File: src/rtl/memory_arbiter.sv
// Round-robin arbiter for four clients in front of the four-port memory controller.
// Grants one client at a time and returns a one-cycle done (or timeout error) pulse.
module memory_arbiter #(
  parameter int TIMEOUT = 16,
  parameter int CNT_W   = 8
) (
  input  logic       clk,
  input  logic       reset_n,
  input  logic [3:0] req,
  input  logic       mem_ready,
  output logic [1:0] sel,
  output logic       mem_en,
  output logic [3:0] grant,
  output logic [3:0] done,
  output logic       error,
  output logic       busy
);

  typedef enum logic [1:0] {
    S_IDLE,
    S_BUSY,
    S_DONE,
    S_ERR
  } state_t;

  localparam logic [CNT_W-1:0] CNT_LAST = CNT_W'(TIMEOUT - 1);

  state_t           state_q, state_d;
  logic [1:0]       sel_q, sel_d;
  logic [1:0]       ptr_q, ptr_d;
  logic [CNT_W-1:0] cnt_q, cnt_d;
  logic             mem_en_q, mem_en_d;
  logic [3:0]       grant_q, grant_d;
  logic [3:0]       done_q, done_d;
  logic             error_q, error_d;
  logic             busy_q, busy_d;
  logic [1:0]       winner;

  // First requesting client found scanning p, p+1, ... modulo 4.
  function automatic logic [1:0] rr_pick(input logic [3:0] r, input logic [1:0] p);
    logic [1:0] idx;
    rr_pick = p;
    for (int k = 3; k >= 0; k--) begin
      idx = p + 2'(k);
      if (r[idx]) rr_pick = idx;
    end
  endfunction

  always_comb begin
    state_d  = state_q;
    sel_d    = sel_q;
    ptr_d    = ptr_q;
    cnt_d    = cnt_q;
    mem_en_d = 1'b0;
    grant_d  = 4'b0000;
    done_d   = 4'b0000;
    error_d  = 1'b0;
    busy_d   = 1'b0;
    winner   = rr_pick(req, ptr_q);

    case (state_q)
      S_IDLE: begin
        if (req != 4'b0000) begin
          state_d  = S_BUSY;
          sel_d    = winner;
          grant_d  = 4'b0001 << winner;
          cnt_d    = '0;
          mem_en_d = 1'b1;
          busy_d   = 1'b1;
        end
      end
      S_BUSY: begin
        // The pointer moves on as the transaction leaves BUSY, so it is already
        // past the served client when the DONE/ERR cycle is on the outputs.
        if (!req[sel_q]) begin
          state_d = S_IDLE;
          ptr_d   = sel_q + 2'd1;
        end else if (cnt_q != '0 && mem_ready) begin
          state_d = S_DONE;
          done_d  = 4'b0001 << sel_q;
          busy_d  = 1'b1;
          ptr_d   = sel_q + 2'd1;
        end else if (cnt_q == CNT_LAST) begin
          state_d = S_ERR;
          done_d  = 4'b0001 << sel_q;
          error_d = 1'b1;
          busy_d  = 1'b1;
          ptr_d   = sel_q + 2'd1;
        end else begin
          cnt_d    = cnt_q + 1'b1;
          mem_en_d = 1'b1;
          grant_d  = grant_q;
          busy_d   = 1'b1;
        end
      end
      S_DONE, S_ERR: state_d = S_IDLE;
      default:       state_d = S_IDLE;
    endcase
  end

  always_ff @(posedge clk) begin
    if (!reset_n) begin
      state_q  <= S_IDLE;
      sel_q    <= 2'd0;
      ptr_q    <= 2'd0;
      cnt_q    <= '0;
      mem_en_q <= 1'b0;
      grant_q  <= 4'b0000;
      done_q   <= 4'b0000;
      error_q  <= 1'b0;
      busy_q   <= 1'b0;
    end else begin
      state_q  <= state_d;
      sel_q    <= sel_d;
      ptr_q    <= ptr_d;
      cnt_q    <= cnt_d;
      mem_en_q <= mem_en_d;
      grant_q  <= grant_d;
      done_q   <= done_d;
      error_q  <= error_d;
      busy_q   <= busy_d;
    end
  end

  assign sel    = sel_q;
  assign mem_en = mem_en_q;
  assign grant  = grant_q;
  assign done   = done_q;
  assign error  = error_q;
  assign busy   = busy_q;

endmodule
File: config.mk
export PLATFORM = sky130hd
export DESIGN_NAME = memory_arbiter
export DESIGN_NICKNAME = d
export VERILOG_FILES = /design/src/rtl/memory_arbiter.sv
export SDC_FILE = /design/constraint.sdc
export NUM_CORES = 1
export LEC_CHECK = 0
export CAP_MARGIN = 20
export CORE_MARGIN = 2
export CORE_UTILIZATION = 55
export DETAILED_ROUTE_END_ITERATION = 16
export PLACE_DENSITY = 0.89
export SKIP_CTS_REPAIR_TIMING = 1
export SYNTH_ARGS = -nofsm -noshare
export SYNTH_HDL_FRONTEND = slang
export SYNTH_SLANG_ARGS = --single-unit
File: constraint.sdc
create_clock -name clk -period 6.05 [get_ports clk]
set_input_delay 1.21 -clock clk [delete_from_list [all_inputs] [get_ports clk]]
set_output_delay 1.21 -clock clk [all_outputs]
set_load 0.03 [all_outputs]
## Word-level counts from Yosys, hierarchy flattened

Cells that the tools add are included.

- $add $sub $neg: 5
- Magnitude comparators: 5
- Eq/ne operators: 10
- Shift-type cells: 2
- Multiplexer cells: 42
- Bitwise operators: 3
- Reduce and logical (&&, ||, !) cells: 12

Operators by type and width:

| operator | count |
|---|---|
| $mux 8 | 4 |
| $mux 4 | 6 |
| $mux 2 | 11 |
| $pmux 8 s2 | 1 |
| $lt 2x3->1 const B | 5 |
| $mux 1 | 11 |
| $bmux 1 s2 | 5 |
| $add 8x1->8 const B | 1 |
| $eq 8x4->1 const B | 1 |
| $ne 2x2->1 const B | 4 |
| $pmux 4 s2 | 1 |
| $reduce_bool 8->1 | 1 |
| $shl 1x2->4 const A | 2 |
| $pmux 2 s3 | 1 |
| $reduce_and 2->1 | 3 |
| $reduce_and 5->1 | 1 |
| $add 2x1->2 const B | 2 |
| $add 2x2->2 const B | 2 |
| $eq 2x2->1 const B | 2 |
| $ne 4x4->1 const B | 1 |
| $pmux 1 s2 | 2 |
| $reduce_bool 4->1 | 1 |
| $reduce_or 4->1 | 1 |
| $ne 3x1->1 const B | 1 |
| other kinds (7) | 9 |

- Register bits after elaboration: 25
- Input bits: 7
- Output and inout bits: 13
- Logic and storage cells: 88

## Logic depth before layout (Yosys ltp)

- Word-level depth: 10
- Depth in mapped cells: 8
- Mapped depth without buffers: 7

## Worst setup path before layout

Ideal clock, no wire load.

- Path kind: in2reg
- Start: in req[3]
- End: reg cnt_q[5]
- Setup time: 0.122 ns
- Data arrival time: 2.265 ns
- Required time: 5.928 ns
- Slack: 3.664 ns
- Stages on the path: 5
- Buffers on the path: 1
- Path through: mux4_2 o2111ai_2 buf_6 or3_1 a21oi_1

- Word-level cells in the longest chain between the ends: 4
- Elaborated cells on any way between the ends: 6
- Classes of those cells: eq/ne: 2; mux: 2; reduce/logical: 2

RTL lines:

| element | line | text |
|---|---|---|
| start: declaration | 9 | `input logic [3:0] req,` |
| $bmux 1 s2 | 75 | `if (!req[sel_q]) begin` |
| $mux 1 (implied by the code) | 75 |  |
| $ne 2x2->1 (no source line) | - |  |
| $reduce_and 5->1 (no source line) (*) | - |  |
| end signal: assignment | 116 | `cnt_q <= cnt_d;` |
| end: declaration | 31 | `logic [CNT_W-1:0] cnt_q, cnt_d;` |

Every way passes the cells marked *; elsewhere a longest branch is shown, timed or not. The select of a mux whose other input is x is not followed.
A chain may end at the register's enable or synchronous reset.

## Worst setup path after layout

- Start: in req[0]
- End: reg cnt_q[2]

Same word-level chain as after synthesis.

==> key figures <==
Run status
  – Status: completed

Logic synthesis
  – Synth area leaders: dfxtp_1 (41%), a21oi_1 (6.6%), ha_1 (6.2%)
  – FF+latch count, synth: 25
  – Mapped Area: about 1200 sq um
  – Post-synth EDFFs: 0
  – Yosys warns: 0
  – Cell count after synthesis: 137
  – Synth top area share: roughly two fifths
  – Netlist cell types: 38
  – Top FF cell, synth: dfxtp_1
  – Mean Syn Cell Area: 8.87 sq um
  – Syn Nets: 150
  – Async set-or-reset flop fraction in the synthesized netlist: 0%
  – Yosys top cell by area: dfxtp_1
  – Seq/Total Area, Yosys: about 41%

Timing
  – Final Max Tran Viols: 0
  – Max-slew headroom: ~64%
  – Fin. Hold Viols: 0
  – Max frequency: 344 MHz
  – Final setup vio count: 0
  – TNS Setup: 0 ps
  – Final min period: 2910 ps
  – Fin crit share: between 40% and 50%
  – RSZ-0062 raised after global routing: no
  – Clock Skews: 3.91 ps
  – Least-Margin Pin Slew: 538 ps

Place
  – GP Congestion: 0.863
  – Hpwl dp: between 1500 and 2000 um
  – Placed Area: about 1400 sq um
  – Port Buffer Count: 19

Drt
  – Via Count: 1080
  – Drt first pass iters: 4
  – DRC violations left: 0
  – Via/cell ratio: about 5.8
  – Drt first-iter violations: 20
  – Routed Antenna Nets: 0
  – WL final: approximately 2400 um
  – Wire per inst: about 13 um

Cells and area
  – Commonest cells after routing, fill and taps aside: dfxtp_1 (25), clkdlybuf4s50_1 (19), a21oi_1 (16)
  – Layout cells sized above 1: 9.49%
  – Fillers: between 150 and 200
  – FF+latch area: between 500 and 600 sq um
  – Area of the multi-input gates: about 670 sq um
  – P&R area growth vs syn: 19.6%
  – Design Area, Final: ~1500 sq um
  – Final nets: roughly 170
  – Commonest non-fill, non-tap cell in the layout: dfxtp_1
  – N_diodes: 0

Worst setup path
  – WP data arrival: approximately 3200 ps
  – CP most frequent cell: a21oi_1
  – Worst-path maximum fanout: 15
  – Crit path largest cell delay: between 600 and 700 ps
  – Crit Path Class: primary input to flop
  – Endpoint class of the critical path: flop
  – FF-to-FF End: cnt_q[2]
  – Critical-path cell list: clkdlybuf4s50_1 > nor4_1 > a21oi_1 > o2111ai_2 > or3_2 > a21oi_1
  – Worst Path Required: 6310 ps
  – Crit start category: primary input
  – Slowest-stage cell, CP: clkdlybuf4s50_1
  – FF-to-FF setup slack: roughly 3700 ps
  – R2R cell count: 7
  – R2r startpoint: cnt_q[0]

Worst hold path
  – Endpoint, Worst Hold: grant[0]
  – HP Class: flop to flop
  – Hold depth: 2
  – Hold Path Origin: grant[0]

GRT
  – First-pass GRT wire length: roughly 4200 um
  – Pin count of the biggest net entering global routing: 16
  – Gr usage total: between 20% and 30%
  – Initial antenna violation count: 0
  – Vias in the first global route: between 900 and 1000
  – Total gr overflow: 0

Floorplan
  – I/O pins: 20
  – Row count: 17
  – Die width: 51 um
  – Initial Utilization: between 50% and 60%
  – Die Area: roughly 2600 sq um
  – Core ar.: ~2100 sq um
  – Die span in y: 51 um

Clock tree
  – CTS Buf Count: 3
  – CTS tree: done
  – Maximum clock path buffer count: 2
  – Clock sink count: 25
  – Clk pin slew, worst setup/hold paths: around 130 ps
  – Clock H-tree levels: 1
  – Clock root cell: clkbuf_4
  – Clk Latency, worst-skew pair: 320 ps

Pwr
  – Pwr/cell area: between 200 and 250 nW/um^2
  – Leakage: around 0.00053 uW
  – VDD IR max: roughly 0.17 mV

Run
  – Max Cap Violations: 0
## cell usage after synthesis, drive strengths merged, types with 2 or more instances
cell type  number
nor3            2
ha              6
a21oi          16
nand2           7
inv             8
nand3           6
or2             2
nand2b          5
a22oi           3
or3             7
nor4            3
nor3b           2
o22a            2
mux2i           2
and2            4
dfxtp          25
nor2           12
o21ai           7
## cell families (layout without fill, tap and decap cells)
kind of cell	count (synthesis)	count (layout)	share of synthesized area (%)
adder cells (fa/ha/maj)	6	6	6.18
buffers and inverters	10	31	3.71
multiplexers	3	3	3.50
flip-flops	25	25	41.2
AND/OR/NAND/NOR	54	54	24.7
AO/OA/AOI/OAI	39	39	20.7
## worst max-delay path, delay by kind of cell
kind            cells  cell delay, ps
compound gates      3             700
buf+inv             1             620
simple gates        2             640
## how the worst max path moves through the flow
| stage | slack (ps) | startpoint | depth (start not counted) | to |
|---|---|---|---|---|
| floorplan | 3660 | req[3] | 5 | cnt_q[5] |
| global placement | 2920 | req[0] | 6 | cnt_q[4] |
| detailed placement | 2830 | req[0] | 6 | cnt_q[2] |
| CTS | 3170 | req[0] | 6 | cnt_q[2] |
| global route | 3020 | req[0] | 5 | cnt_q[7] |
| finish | 3140 | req[0] | 6 | cnt_q[2] |
## sequential cells by signal (all words and copies together) (netlist names)
signal and flops:
busy 1, cnt_q 8, done 4, error 1, grant 4, mem_en 1
ptr_q 2, sel 2, state_q 2
## per-layer routing
layer  up-vias  GRT usage, %  wire [um]
met5         -             0          0
met3         4          6.73        135
met2        32          37.0       1210
met4         0          6.76         22
li1        534             -          -
met1       510          24.2       1030
## stage by stage
| stage | hold slack [ps] | worst slack (ps) | cells | power (uW) | utilization [%] |
|---|---|---|---|---|---|
| 6_report | 510 | 3140 | 186 | 315 | 67.6 |
| 3_5_place_dp | 494 | 2830 | 182 | 245 | 66.3 |
| 5_1_grt | 572 | 3020 | 186 | 332 | 67.6 |
| 3_3_place_gp | 475 | 2920 | 182 | 242 | 66.3 |
| 4_1_cts | 521 | 3170 | 186 | 318 | 67.6 |
| 2_1_floorplan | 471 | 3660 | 137 | 224 | - |
## layout make-up
class	instances	area share (%)
clock inverter	1	0.345
inverter	8	2.07
tap	28	2.41
timing repair buffer	19	13.1
multi-input combinational	102	46.1
clock buffer	3	1.55
sequential	25	34.5
## power breakdown
part	switching (uW)	internal [uW]
combinational	37.2	26.7
sequential	5.90	171
clock	48.8	24.8
No activity file was read; power rests on OpenSTA's default activity.
